<file path="src/rtl/fifo_mem_prog_if.sv">
// Producer/consumer bundle for fifo_mem_prog: request strobes, data paths and status.
// Clock and reset stay outside the bundle as plain module ports.
interface fifo_mem_prog_if #(
  parameter int DATA_WIDTH = 16,
  parameter int DEPTH      = 16
);
  localparam int LW = $clog2(DEPTH) + 1;

  logic                  trans_write;
  logic                  trans_read;
  logic                  flush;
  logic                  err_clr;
  logic [DATA_WIDTH-1:0] data_in;
  logic [DATA_WIDTH-1:0] data_out;
  logic                  data_valid;
  logic [LW-1:0]         level_out;
  logic                  full_ind;
  logic                  empty_ind;
  logic                  afull_ind;
  logic                  aempty_ind;
  logic                  threshold_ind;
  logic                  overflow_ind;
  logic                  underflow_ind;

  modport master (
    output trans_write, trans_read, flush, err_clr, data_in,
    input  data_out, data_valid, level_out, full_ind, empty_ind,
           afull_ind, aempty_ind, threshold_ind, overflow_ind, underflow_ind
  );

  modport slave (
    input  trans_write, trans_read, flush, err_clr, data_in,
    output data_out, data_valid, level_out, full_ind, empty_ind,
           afull_ind, aempty_ind, threshold_ind, overflow_ind, underflow_ind
  );
endinterface

</file>
<file path="src/rtl/fifo_mem_prog.sv">
// Single-clock FIFO with programmable almost-full/empty and threshold flags, flush,
// sticky overflow/underflow and selectable registered-read or first-word-fall-through output.
module fifo_mem_prog #(
  parameter int DATA_WIDTH      = 16,
  parameter int DEPTH           = 16,
  parameter int THRESHOLD_VALUE = DEPTH / 2,
  parameter int AFULL_MARGIN    = 2,
  parameter int AEMPTY_MARGIN   = 2,
  parameter int FWFT            = 0
) (
  input  logic            clk_in,
  input  logic            areset,
  fifo_mem_prog_if.slave  bus
);
  localparam int PW = $clog2(DEPTH);
  localparam int LW = PW + 1;
  localparam logic [LW-1:0] FULL_LVL   = LW'(DEPTH);
  localparam logic [LW-1:0] AFULL_LVL  = LW'(DEPTH - AFULL_MARGIN);
  localparam logic [LW-1:0] AEMPTY_LVL = LW'(AEMPTY_MARGIN);
  localparam logic [LW-1:0] THR_LVL    = LW'(THRESHOLD_VALUE);

  if (DEPTH < 2 || (DEPTH & (DEPTH - 1)) != 0) begin : g_bad_depth
    $error("fifo_mem_prog: DEPTH must be a power of 2 and at least 2");
  end

  logic [DATA_WIDTH-1:0] mem [DEPTH];
  logic [PW-1:0]         wptr_q, wptr_d, rptr_q, rptr_d;
  logic [LW-1:0]         level_q, level_d;
  logic                  ovf_q, ovf_d, udf_q, udf_d, vld_q, vld_d;
  logic [DATA_WIDTH-1:0] dout_q, dout_d;
  logic [DATA_WIDTH-1:0] head;
  logic                  rd_acc, wr_acc;

  assign head = mem[rptr_q];

  always_comb begin
    // flush masks both requests so it can neither move data nor raise an error
    rd_acc  = bus.trans_read && (level_q != '0) && !bus.flush;
    wr_acc  = bus.trans_write && ((level_q != FULL_LVL) || rd_acc) && !bus.flush;
    wptr_d  = wptr_q;
    rptr_d  = rptr_q;
    level_d = level_q;
    if (bus.flush) begin
      wptr_d  = '0;
      rptr_d  = '0;
      level_d = '0;
    end else begin
      if (wr_acc) wptr_d = wptr_q + 1'b1;
      if (rd_acc) rptr_d = rptr_q + 1'b1;
      if (wr_acc && !rd_acc)      level_d = level_q + 1'b1;
      else if (rd_acc && !wr_acc) level_d = level_q - 1'b1;
    end

    ovf_d = bus.err_clr ? 1'b0 : ovf_q;
    if (bus.trans_write && !bus.flush && !wr_acc) ovf_d = 1'b1;
    udf_d = bus.err_clr ? 1'b0 : udf_q;
    if (bus.trans_read && !bus.flush && (level_q == '0)) udf_d = 1'b1;

    // FWFT keeps a shadow of the visible head so the output holds once the FIFO drains
    if (FWFT != 0) begin
      vld_d  = 1'b0;
      dout_d = (level_q != '0) ? head : dout_q;
    end else begin
      vld_d  = rd_acc;
      dout_d = rd_acc ? head : dout_q;
    end
  end

  always_ff @(posedge clk_in or posedge areset) begin
    if (areset) begin
      wptr_q  <= '0;
      rptr_q  <= '0;
      level_q <= '0;
      ovf_q   <= 1'b0;
      udf_q   <= 1'b0;
      vld_q   <= 1'b0;
      dout_q  <= '0;
    end else begin
      wptr_q  <= wptr_d;
      rptr_q  <= rptr_d;
      level_q <= level_d;
      ovf_q   <= ovf_d;
      udf_q   <= udf_d;
      vld_q   <= vld_d;
      dout_q  <= dout_d;
    end
  end

  always_ff @(posedge clk_in) begin
    if (wr_acc) mem[wptr_q] <= bus.data_in;
  end

  assign bus.data_out      = ((FWFT != 0) && (level_q != '0)) ? head : dout_q;
  assign bus.data_valid    = (FWFT != 0) ? (level_q != '0) : vld_q;
  assign bus.level_out     = level_q;
  assign bus.full_ind      = (level_q == FULL_LVL);
  assign bus.empty_ind     = (level_q == '0);
  assign bus.afull_ind     = (level_q >= AFULL_LVL);
  assign bus.aempty_ind    = (level_q <= AEMPTY_LVL);
  assign bus.threshold_ind = (level_q >= THR_LVL);
  assign bus.overflow_ind  = ovf_q;
  assign bus.underflow_ind = udf_q;
endmodule

</file>
<file path="src/flat_wrapper.sv">
// flat-port wrapper written by rule: the top's interface ports become plain ports
module fifo_mem_prog_flat 
#(
  parameter int DATA_WIDTH      = 16,
  parameter int DEPTH           = 16,
  parameter int THRESHOLD_VALUE = DEPTH / 2,
  parameter int AFULL_MARGIN    = 2,
  parameter int AEMPTY_MARGIN   = 2,
  parameter int FWFT            = 0
)
  (clk_in, areset, bus_trans_write, bus_trans_read, bus_flush, bus_err_clr, bus_data_in, bus_data_out, bus_data_valid, bus_level_out, bus_full_ind, bus_empty_ind, bus_afull_ind, bus_aempty_ind, bus_threshold_ind, bus_overflow_ind, bus_underflow_ind);
  fifo_mem_prog_if #(.DATA_WIDTH(DATA_WIDTH), .DEPTH(DEPTH)) bus_i ();
  input  logic clk_in;
  input  logic areset;
  input wire logic [$bits(bus_i.trans_write)-1:0] bus_trans_write;
  input wire logic [$bits(bus_i.trans_read)-1:0] bus_trans_read;
  input wire logic [$bits(bus_i.flush)-1:0] bus_flush;
  input wire logic [$bits(bus_i.err_clr)-1:0] bus_err_clr;
  input wire logic [$bits(bus_i.data_in)-1:0] bus_data_in;
  output wire logic [$bits(bus_i.data_out)-1:0] bus_data_out;
  output wire logic [$bits(bus_i.data_valid)-1:0] bus_data_valid;
  output wire logic [$bits(bus_i.level_out)-1:0] bus_level_out;
  output wire logic [$bits(bus_i.full_ind)-1:0] bus_full_ind;
  output wire logic [$bits(bus_i.empty_ind)-1:0] bus_empty_ind;
  output wire logic [$bits(bus_i.afull_ind)-1:0] bus_afull_ind;
  output wire logic [$bits(bus_i.aempty_ind)-1:0] bus_aempty_ind;
  output wire logic [$bits(bus_i.threshold_ind)-1:0] bus_threshold_ind;
  output wire logic [$bits(bus_i.overflow_ind)-1:0] bus_overflow_ind;
  output wire logic [$bits(bus_i.underflow_ind)-1:0] bus_underflow_ind;
  assign bus_i.trans_write = bus_trans_write;
  assign bus_i.trans_read = bus_trans_read;
  assign bus_i.flush = bus_flush;
  assign bus_i.err_clr = bus_err_clr;
  assign bus_i.data_in = bus_data_in;
  assign bus_data_out = bus_i.data_out;
  assign bus_data_valid = bus_i.data_valid;
  assign bus_level_out = bus_i.level_out;
  assign bus_full_ind = bus_i.full_ind;
  assign bus_empty_ind = bus_i.empty_ind;
  assign bus_afull_ind = bus_i.afull_ind;
  assign bus_aempty_ind = bus_i.aempty_ind;
  assign bus_threshold_ind = bus_i.threshold_ind;
  assign bus_overflow_ind = bus_i.overflow_ind;
  assign bus_underflow_ind = bus_i.underflow_ind;
  fifo_mem_prog #(.DATA_WIDTH(DATA_WIDTH), .DEPTH(DEPTH), .THRESHOLD_VALUE(THRESHOLD_VALUE), .AFULL_MARGIN(AFULL_MARGIN), .AEMPTY_MARGIN(AEMPTY_MARGIN), .FWFT(FWFT)) u_core (.clk_in(clk_in), .areset(areset), .bus(bus_i));
endmodule
</file>
<file path="config.mk">
export PLATFORM = sky130hd
export DESIGN_NAME = fifo_mem_prog_flat
export DESIGN_NICKNAME = d
export VERILOG_FILES = /design/src/rtl/fifo_mem_prog_if.sv /design/src/rtl/fifo_mem_prog.sv /design/src/flat_wrapper.sv
export SDC_FILE = /design/constraint.sdc
export NUM_CORES = 1
export LEC_CHECK = 0
export BUFFER_PORTS_ARGS = -buffer_cell sky130_fd_sc_hd__clkbuf_2
export CORE_ASPECT_RATIO = 2
export CORE_MARGIN = 8
export CORE_UTILIZATION = 35
export CTS_BUF_LIST = sky130_fd_sc_hd__clkbuf_4
export DETAILED_ROUTE_END_ITERATION = 10
export SETUP_SLACK_MARGIN = 0.02
export SLEW_MARGIN = 10
export SYNTH_ARGS = -nofsm -noshare
export SYNTH_HDL_FRONTEND = slang
export SYNTH_SLANG_ARGS = --single-unit
</file>
<file path="constraint.sdc">
create_clock -name clk_in -period 3.4 [get_ports clk_in]
set_input_delay 0.17 -clock clk_in [delete_from_list [all_inputs] [get_ports clk_in]]
set_output_delay 0.17 -clock clk_in [all_outputs]
set_load 0.03 [all_outputs]
</file>
==> results.md, run 1 <==
- Final setup viols: 0
- Via density: between 5 and 6
- Rows: 93
- CP max stage cell: or4_1
- Metal-1 WL: 9370 µm
- Period utilization: 0.810
- Global-route wire length before repair: 38800 µm
- Largest net degree at the start of global routing: 67
- DR iter-0 viols: 378
- Max stage delay on crit path: 0.75 ns
- DR WL met3: 935 µm
- Routed len/inst: 22.0 µm
- Antenna violations before repair: 1
- Critical path launch point type: register
- Crit-path max FO: 16
- Residual DRC count: 0
- Clk_lat worst skew: around 0.68 ns
- GR Util All Layers: 0.134
- Gr ovfl total: 0
- Sequential cell area: 8500 µm²
- Fin. max-slew vios: 0
- Min-delay worst type: in -> async
- Top Metal Used: met4
- Clock Skews: 0.0376 ns
- Critical Path RT: 3.64 ns
- Post-layout net count: 717
- Core footprint: between 30000 and 40000 µm²
- Synth-to-layout area growth: 16.0%
- Syn Area/Cell: 20.3 µm²
- Mapped cell area: about 11000 µm²
- Post-CTS sizing: 0
- Share of the synthesized area in the top cell type: 0.674
- Vias: 5864
- Hold-fix buffers, CTS: 22
- Synth area leaders: edfxtp_1, mux4_2, dfrtp_1, mux2i_1, o221ai_1
- Post-synth EDFFs: 256
- Clk slew on worst S/H paths: roughly 0.070 ns
- Lkg Pwr: 4.38 nW
- Top-level port count: 51
- Layout cells sized above 1: 0.341
- CTS H-tree depth: 2
- Max-slew headroom: 0.281
- Max-cap violations: 0
- Netlist cell types: 48
- Synth Warn #: 0
- Fmax: 363 MHz
- Critical Path Sink Type: register
- Die span in y: 271 µm
- CTS Buffer Depth: 3
- Routed Antenna Nets: 0
- Multi-input gate area: approximately 2800 µm²
- Crit path DAT: 3.00 ns
- Final WL: approximately 25000 µm
- Die width: 144 µm
- Vias in the first global route: 6573
- Met2 wire len: 14400 µm
- Commonest cells post-synth: edfxtp_1, mux4_2, mux2i_1
- Post-layout min period: 2.75 ns
- I/O Buffers: 50
- Fin util: 0.412
- Sink Count: 288
- Routability cong.: ~0.8
- Filler cell count in the final layout: 2930
- Synthesized Nets: between 500 and 600
- RSZ-0062 raised after global routing: false
- Pwr Density: between 600 and 700 nW/µm²
- Top-count cell post-synth: edfxtp_1
- Tot Pwr: 8.10 mW
- Worst Tran Pin Value: approximately 1.1 ns
- CP Class: reg -> reg
- DRT Pass-1 Iters: 5
- Top FF cell, synth: edfxtp_1
- Cell taking the most area after synthesis: edfxtp_1
- Initial Util: 0.355
- Syn Inst Count: around 560
- Number of synthesized register bits: 288
- Final number of hold-violating endpoints: 0
- Sum Neg Setup Slack: 0 ns
- CTS Buf Count: 60
- Post-CTS setup buffer count: 0
- CTS tree: built
- Die area: 39000 µm²
- Ys async rst share: 0.111
- Final HPWL DP: 15800 µm
- Maximum vdd drop: 0.000432 V
- Root buffer cell: clkbuf_4
- Status: finished, final reports clean
- Post-synthesis sequential area ratio: 0.744
- Cell breakdown of the critical path: or4_1 -> o31ai_4 -> nor3b_1 -> and2_1
[cells by family after synthesis]
family	count (synthesis)	share of synthesized area
multiplexers	103	0.161
buffers and inverters	44	0.0174
XOR/XNOR	6	0.00461
AND/OR/NAND/NOR	68	0.0315
adder cells (fa/ha/maj)	10	0.0116
AO/OA/AOI/OAI	42	0.0298
flip-flops	288	0.744
[state kept, by name (all words and copies together), names as in the netlist]
name                      count
u_core.mem                  256
u_core.bus.data_out          16
u_core.bus.level_out          5
u_core.rptr_q                 4
u_core.wptr_q                 4
u_core.bus.data_valid         1
u_core.bus.overflow_ind       1
u_core.bus.underflow_ind      1
[metrics by stage]
| stage | cell area, µm² | setup WS, ns | hold WS (ns) | cells |
|---|---|---|---|---|
| global route | 13200 | 0.515 | 0.268 | 1158 |
| CTS | 13200 | 0.626 | 0.238 | 1157 |
| finish | 13200 | 0.647 | 0.249 | 1158 |
| global placement | 12300 | 0.770 | 0.400 | 1028 |
| detailed placement | 12300 | 0.649 | 0.411 | 1028 |
| floorplan | 11400 | 0.312 | 0.269 | 561 |
[per-layer routing]
metal | GRT usage | up-vias
met5 | 0 | -
met1 | 0.146 | 3059
met3 | 0.0185 | 55
met2 | 0.249 | 168
met4 | 0.0626 | 0
li1 | - | 2582
[critical path, delay by kind of cell (launching register included)]
kind               cells  cell delay [ns]
and+or+nand+nor        3             1.43
AOI/OAI and AO/OA      1             0.39
DFF                    1             0.50
[where the power goes]
group          leakage (nW)  total [mW]  internal [mW]  switching, mW
clock                 0.454        2.50           1.25           1.25
sequential             2.71        4.22           4.02          0.194
combinational          1.22        1.39          0.502          0.890
total                  4.38        8.10           5.77           2.33
[cells in the final DEF (no fill, tap or decap), types with 2 or more instances in the layout]
cell type      count
edfxtp_1         256
clkbuf_4          87
mux4_2            64
clkbuf_2          50
mux2i_1           35
dfrtp_1           29
dlygate4sd3_1     22
nand2_1           19
buf_4             19
o221ai_1          16
clkinv_1          15
inv_1             13
nor2_1            10
ha_1               9
and2_1             8
nand3_1            7
a21oi_1            6
a31oi_1            4
xnor2_1            4
nor2_2             4
nor4_2             4
mux2_2             4
a21o_1             3
nand2b_1           3
nor2b_1            3
clkinv_2           3
inv_2              2
a311oi_1           2
xor2_1             2
or2_2              2
o211ai_1           2
dfrtp_4            2
[area by class of cell]
class | instances | share of cell area
flip-flops and latches | 288 | 0.642
well taps | 427 | 0.0404
repair buffers | 92 | 0.0478
clock buffers | 87 | 0.0494
clock inverters | 20 | 0.00794
diodes | 1 | 0.000189
multi-input cells | 229 | 0.208
inverters | 14 | 0.00397
[final timing paths]
check | slack, ns | cells past startpoint | to | from
worst max-delay path | 0.65 | 4 | u_core.mem[10][4] | u_core.bus.level_out[2]
worst min-delay path | 0.25 | 3 | u_core.bus.data_out[14] | areset
worst max register to register | 0.65 | 4 | u_core.mem[10][4] | u_core.bus.level_out[2]
worst min register to register | 0.49 | 2 | u_core.bus.data_out[13] | u_core.bus.data_out[13]
max in group asynchronous | 2.29 | 4 | u_core.rptr_q[0] | areset
min in group clk_in | 0.30 | 3 | u_core.bus.overflow_ind | bus_err_clr
No activity file was read; power rests on OpenSTA's default activity.
==> run 2, diff against run 1 <==
--- a/config.mk
+++ b/config.mk
@@ -5,6 +5,7 @@
 export SDC_FILE = /design/constraint.sdc
 export NUM_CORES = 1
 export LEC_CHECK = 0
+export ABC_AREA = 1
 export BUFFER_PORTS_ARGS = -buffer_cell sky130_fd_sc_hd__clkbuf_2
 export CORE_ASPECT_RATIO = 2
 export CORE_MARGIN = 8
==> constraint.sdc (replaced) <==
create_clock -name clk_in -period 2.35 [get_ports clk_in]
set_input_delay 0.1175 -clock clk_in [delete_from_list [all_inputs] [get_ports clk_in]]
set_output_delay 0.1175 -clock clk_in [all_outputs]
set_load 0.03 [all_outputs]
==> run 2 against run 1 <==
Wire length rose by 21%; synthesized area grew 3.4%; largest power group unchanged; synthesized cell count rose by 82%; critical path depth increased by 10; flip-flop and latch count unchanged; via count grew 37%; clock power grew 60%.
==> results.md, run 2 <==
- Vias in the first global route: 8362 (+27%)
- CTS Buffer Depth: 3 (unchanged)
- Net Sw Frac: 0.330 (+0.0420)
- Clock Skews: 0.0291 ns (-0.00851 ns)
- Synth-to-layout area growth: 18.3%
- GR Util All Layers: 0.154 (+0.0199)
- Synth Warn #: 0 (unchanged)
- Final number of hold-violating endpoints: 0 (unchanged)
- Final WL: 30800 µm (+21%)
- Lkg Pwr: 5.26 nW (+20%)
- Period utilization: 0.928 (+0.118)
- Post-synthesis sequential area ratio: 0.720 (-0.0243)
- Routed len/inst: 18.9 µm (-14%)
- Fin. max-slew vios: 0 (unchanged)
- I/O Buffers: 50 (unchanged)
- Max-slew headroom: 0.432 (+0.151)
- DR iter-0 viols: 516 (+37%)
- Via density: 4.93 (-2.7%)
- Number of synthesized register bits: 288 (unchanged)
- Post-layout net count: 1182 (+65%)
- RSZ-0062 raised after global routing: false
- Top Usage Layer GRT: met2
- Vias: 8035 (+37%)
- Commonest cells post-synth: nor2_1, edfxtp_1, o21ai_0
- M3 GR Usage: 0.0158 (-0.00270)
- Top-level port count: 51 (unchanged)
- Core footprint: 33400 µm² (+4.0%)
- Min-delay worst type: in -> async
- CP Buf/Inv Count: 2 (+2)
- Largest family of logic cells by synthesized area: simple AND/OR/NAND/NOR gates
- Critical Path RT: 2.94 ns (-0.70 ns)
- Antenna violations before repair: 1 (unchanged)
- Initial Util: 0.353 (-0.00213)
- Critical Path Sink Type: register
- Root buffer cell: clkbuf_4
- Final setup viols: 0 (unchanged)
- Largest net degree at the start of global routing: 93 (+39%)
- Max reg flops: 256 (unchanged)
- Min Hold Slack: 0.0277 ns (-0.221 ns)
- Top-count cell post-synth: nor2_1
- Synth Area in Compound Gates: 0.0626 (+0.0328)
- Comb pwr share: 0.258 (+0.086)
- Routability cong.: 0.832 (+4.5%)
- Switching pwr: 4.44 mW (+90%)
- Max-cap violations: 0 (unchanged)
- Layout cells sized above 1: 0.193 (-0.148)
- Rows: 95 (+2.2%)
- Worst Tran Pin Value: 0.850 ns (-0.229 ns)
- Routed Antenna Nets: 0 (unchanged)
- CTS tree: built
- CTS Buf Count: 58 (-3.3%)
- Die width: 146 µm (+1.5%)
- Met2 usage: 0.307 (+0.0579)
- Commonest non-fill, non-tap cell in the layout: nor2_1
- Top FF cell, synth: edfxtp_1
- Status: finished, final reports clean
- Die span in y: 276 µm (+1.6%)
- Cell breakdown of the critical path: nor2_2 -> nand3_2 -> nand2_4 -> nand4_1 -> buf_4 -> fa_1 -> nand3_1 -> nand2_1 -> xor2_1 -> inv_1 -> nand2_1 -> nand2_1 -> nand2_1 -> nand2_1
- CP Class: reg -> reg
- Synth area leaders: edfxtp_1, nor2_1, dfrtp_1, o21ai_0, nand3_1
- CTS H-tree depth: 2 (unchanged)
- Sink Count: 288 (unchanged)
- Netlist cell types: 30 (-38%)
- Cell taking the most area after synthesis: edfxtp_1
- Max stage delay on crit path: 0.41 ns (-0.34 ns)
- Residual DRC count: 0 (unchanged)
- Global-route wire length before repair: 47300 µm (+22%)
- Share of the synthesized area in the top cell type: 0.652 (-0.0220)
- Syn Inst Count: 1019 (+82%)
- Flop pwr share: 0.444 (-0.076)
- Mux cell area share after synthesis: 0.000849 (-0.160)
- Gr ovfl total: 0 (unchanged)
- Crit path top cell by count: nand2_1
- Fmax: 459 MHz (+26%)
- Most frequent cells in the layout: nor2_1, edfxtp_1, o21ai_0, nand3_1, nand2_1
- Post-synthesis adder-cell area fraction: 0.0112 (-0.000380)
- Final HPWL DP: 20000 µm (+27%)
- Top cell family by delay on the critical path: simple AND/OR/NAND/NOR gates
- Most flop-heavy register: u_core.mem
- Global Route met1 Usage: 0.149 (+0.00306)
- Simple-gate share of the synthesized area: 0.169 (+0.138)
- Post-layout min period: 2.18 ns (-0.573 ns)
- Filler cell count in the final layout: 3153 (+7.6%)
- Pwr Density: 965 nW/µm² (+58%)
- Clk slew on worst S/H paths: 0.09 ns (+0.02 ns)
- Maximum vdd drop: 0.000819 V (+90%)
- Mapped cell area: 11800 µm² (+3.4%)
- Post-synth EDFFs: 256 (unchanged)
- Critical path launch point type: register
- Crit path DAT: 2.78 ns (-0.22 ns)
- Crit-path max FO: 6 (-10)
- Clk_lat worst skew: 0.72 ns (+0.04 ns)
- DRT Pass-1 Iters: 5 (unchanged)
- CP max stage cell: dfrtp_2
- Post-synthesis xor/xnor area fraction: 0.00223 (-0.00238)
- Ys async rst share: 0.111 (unchanged)
- Post-Layout Cell Count: 1630 (+41%)
- Power share of the clock group: 0.298 (-0.010)
- Die area: 40200 µm² (+3.1%)
- Int Power: 9.02 mW (+56%)
- DP Cell Count: 1498 (+46%)
- Synthesized Nets: 1051 (+77%)
- Syn Area/Cell: 11.6 µm² (-43%)
## run 2: cell types whose count changed in the layout (fill, tap and decap cells not counted), sizes merged, moves of 13 or more
cell    change
nor2      +256
o21ai     +137
nand3      +99
nand2      +74
mux4       -64
mux2i      -34
buf        +33
o221ai     -16
inv        +13
nor3       +13
## run 2: power groups by stage
stage / Sequential (mW) / Combinational (mW) / Clock (mW)
after floorplan: 6.42 / 1.93 / 0
after global placement: 6.08 / 3.44 / 0
after detailed placement: 6.09 / 3.47 / 0
after CTS: 5.98 / 3.51 / 4.11
after global routing: 6.00 / 3.82 / 4.32
final: 5.98 / 3.47 / 4.01
## run 2: what timing repair did
action,CTS,global route
hold endpoints to repair,303,0
resized for setup,0,0
hold buffers,24,0
setup endpoints to repair,0,15
buffers inserted,0,4
## run 2: kinds of logic after synthesis
family,count (synthesis)
fa+ha+maj,10
compound gates,146
xor+xnor,3
simple gates,485
buf+inv,86
flops,288
mux,1
## run 2: tightest hold or removal path, delay by kind of cell
kind / cells / cell delay [ns]
buffers and inverters: 4 / 1.06
## run 2: worst paths after layout
path                                    startpoint                 endpoint  slack (ns)  cells past startpoint
setup / recovery           u_core.bus.level_out[0]  u_core.bus.level_out[4]        0.17                     14
min in group clk_in                    bus_err_clr  u_core.bus.overflow_ind        0.16                      3
max in group asynchronous                   areset         u_core.rptr_q[0]        1.92                      4
setup reg to reg           u_core.bus.level_out[0]  u_core.bus.level_out[4]        0.17                     14
hold reg to reg            u_core.bus.data_out[15]  u_core.bus.data_out[15]        0.49                      2
hold / removal                              areset   u_core.bus.data_out[6]        0.03                      4
## run 2: stage by stage
| stage | area [µm²] | utilization | total power, mW | setup slack [ns] | setup TNS (ns) |
|---|---|---|---|---|---|
| final | 13900 | 0.418 | 13.5 | 0.169 | 0 |
| after global routing | 13900 | 0.418 | 14.1 | 0.0249 | 0 |
| after CTS | 13900 | 0.417 | 13.6 | 0.0279 | 0 |
| after global placement | 12800 | 0.385 | 9.52 | 0.0568 | 0 |
| after floorplan | 11900 | - | 8.35 | -0.330 | -10.57 |
| after detailed placement | 12800 | 0.385 | 9.56 | 0.0395 | 0 |
## run 2: layer usage
layer / up-vias / routed length, µm
met3: 60 / 1040
li1: 3855 / -
met1: 3919 / 10700
met4: 0 / 1350
met2: 201 / 17700
met5: - / 0
## run 2: cell type report
cell class              count  area (µm²)  area share
multi-input cells         645        3040       0.218
flip-flops and latches    288        8500       0.609
clock buffers              89         668      0.0479
inverters                  30         113     0.00807
clock inverters            14         160      0.0115
repair buffers            127         926      0.0664
well taps                 436         546      0.0391
diodes                      1        2.50    0.000179
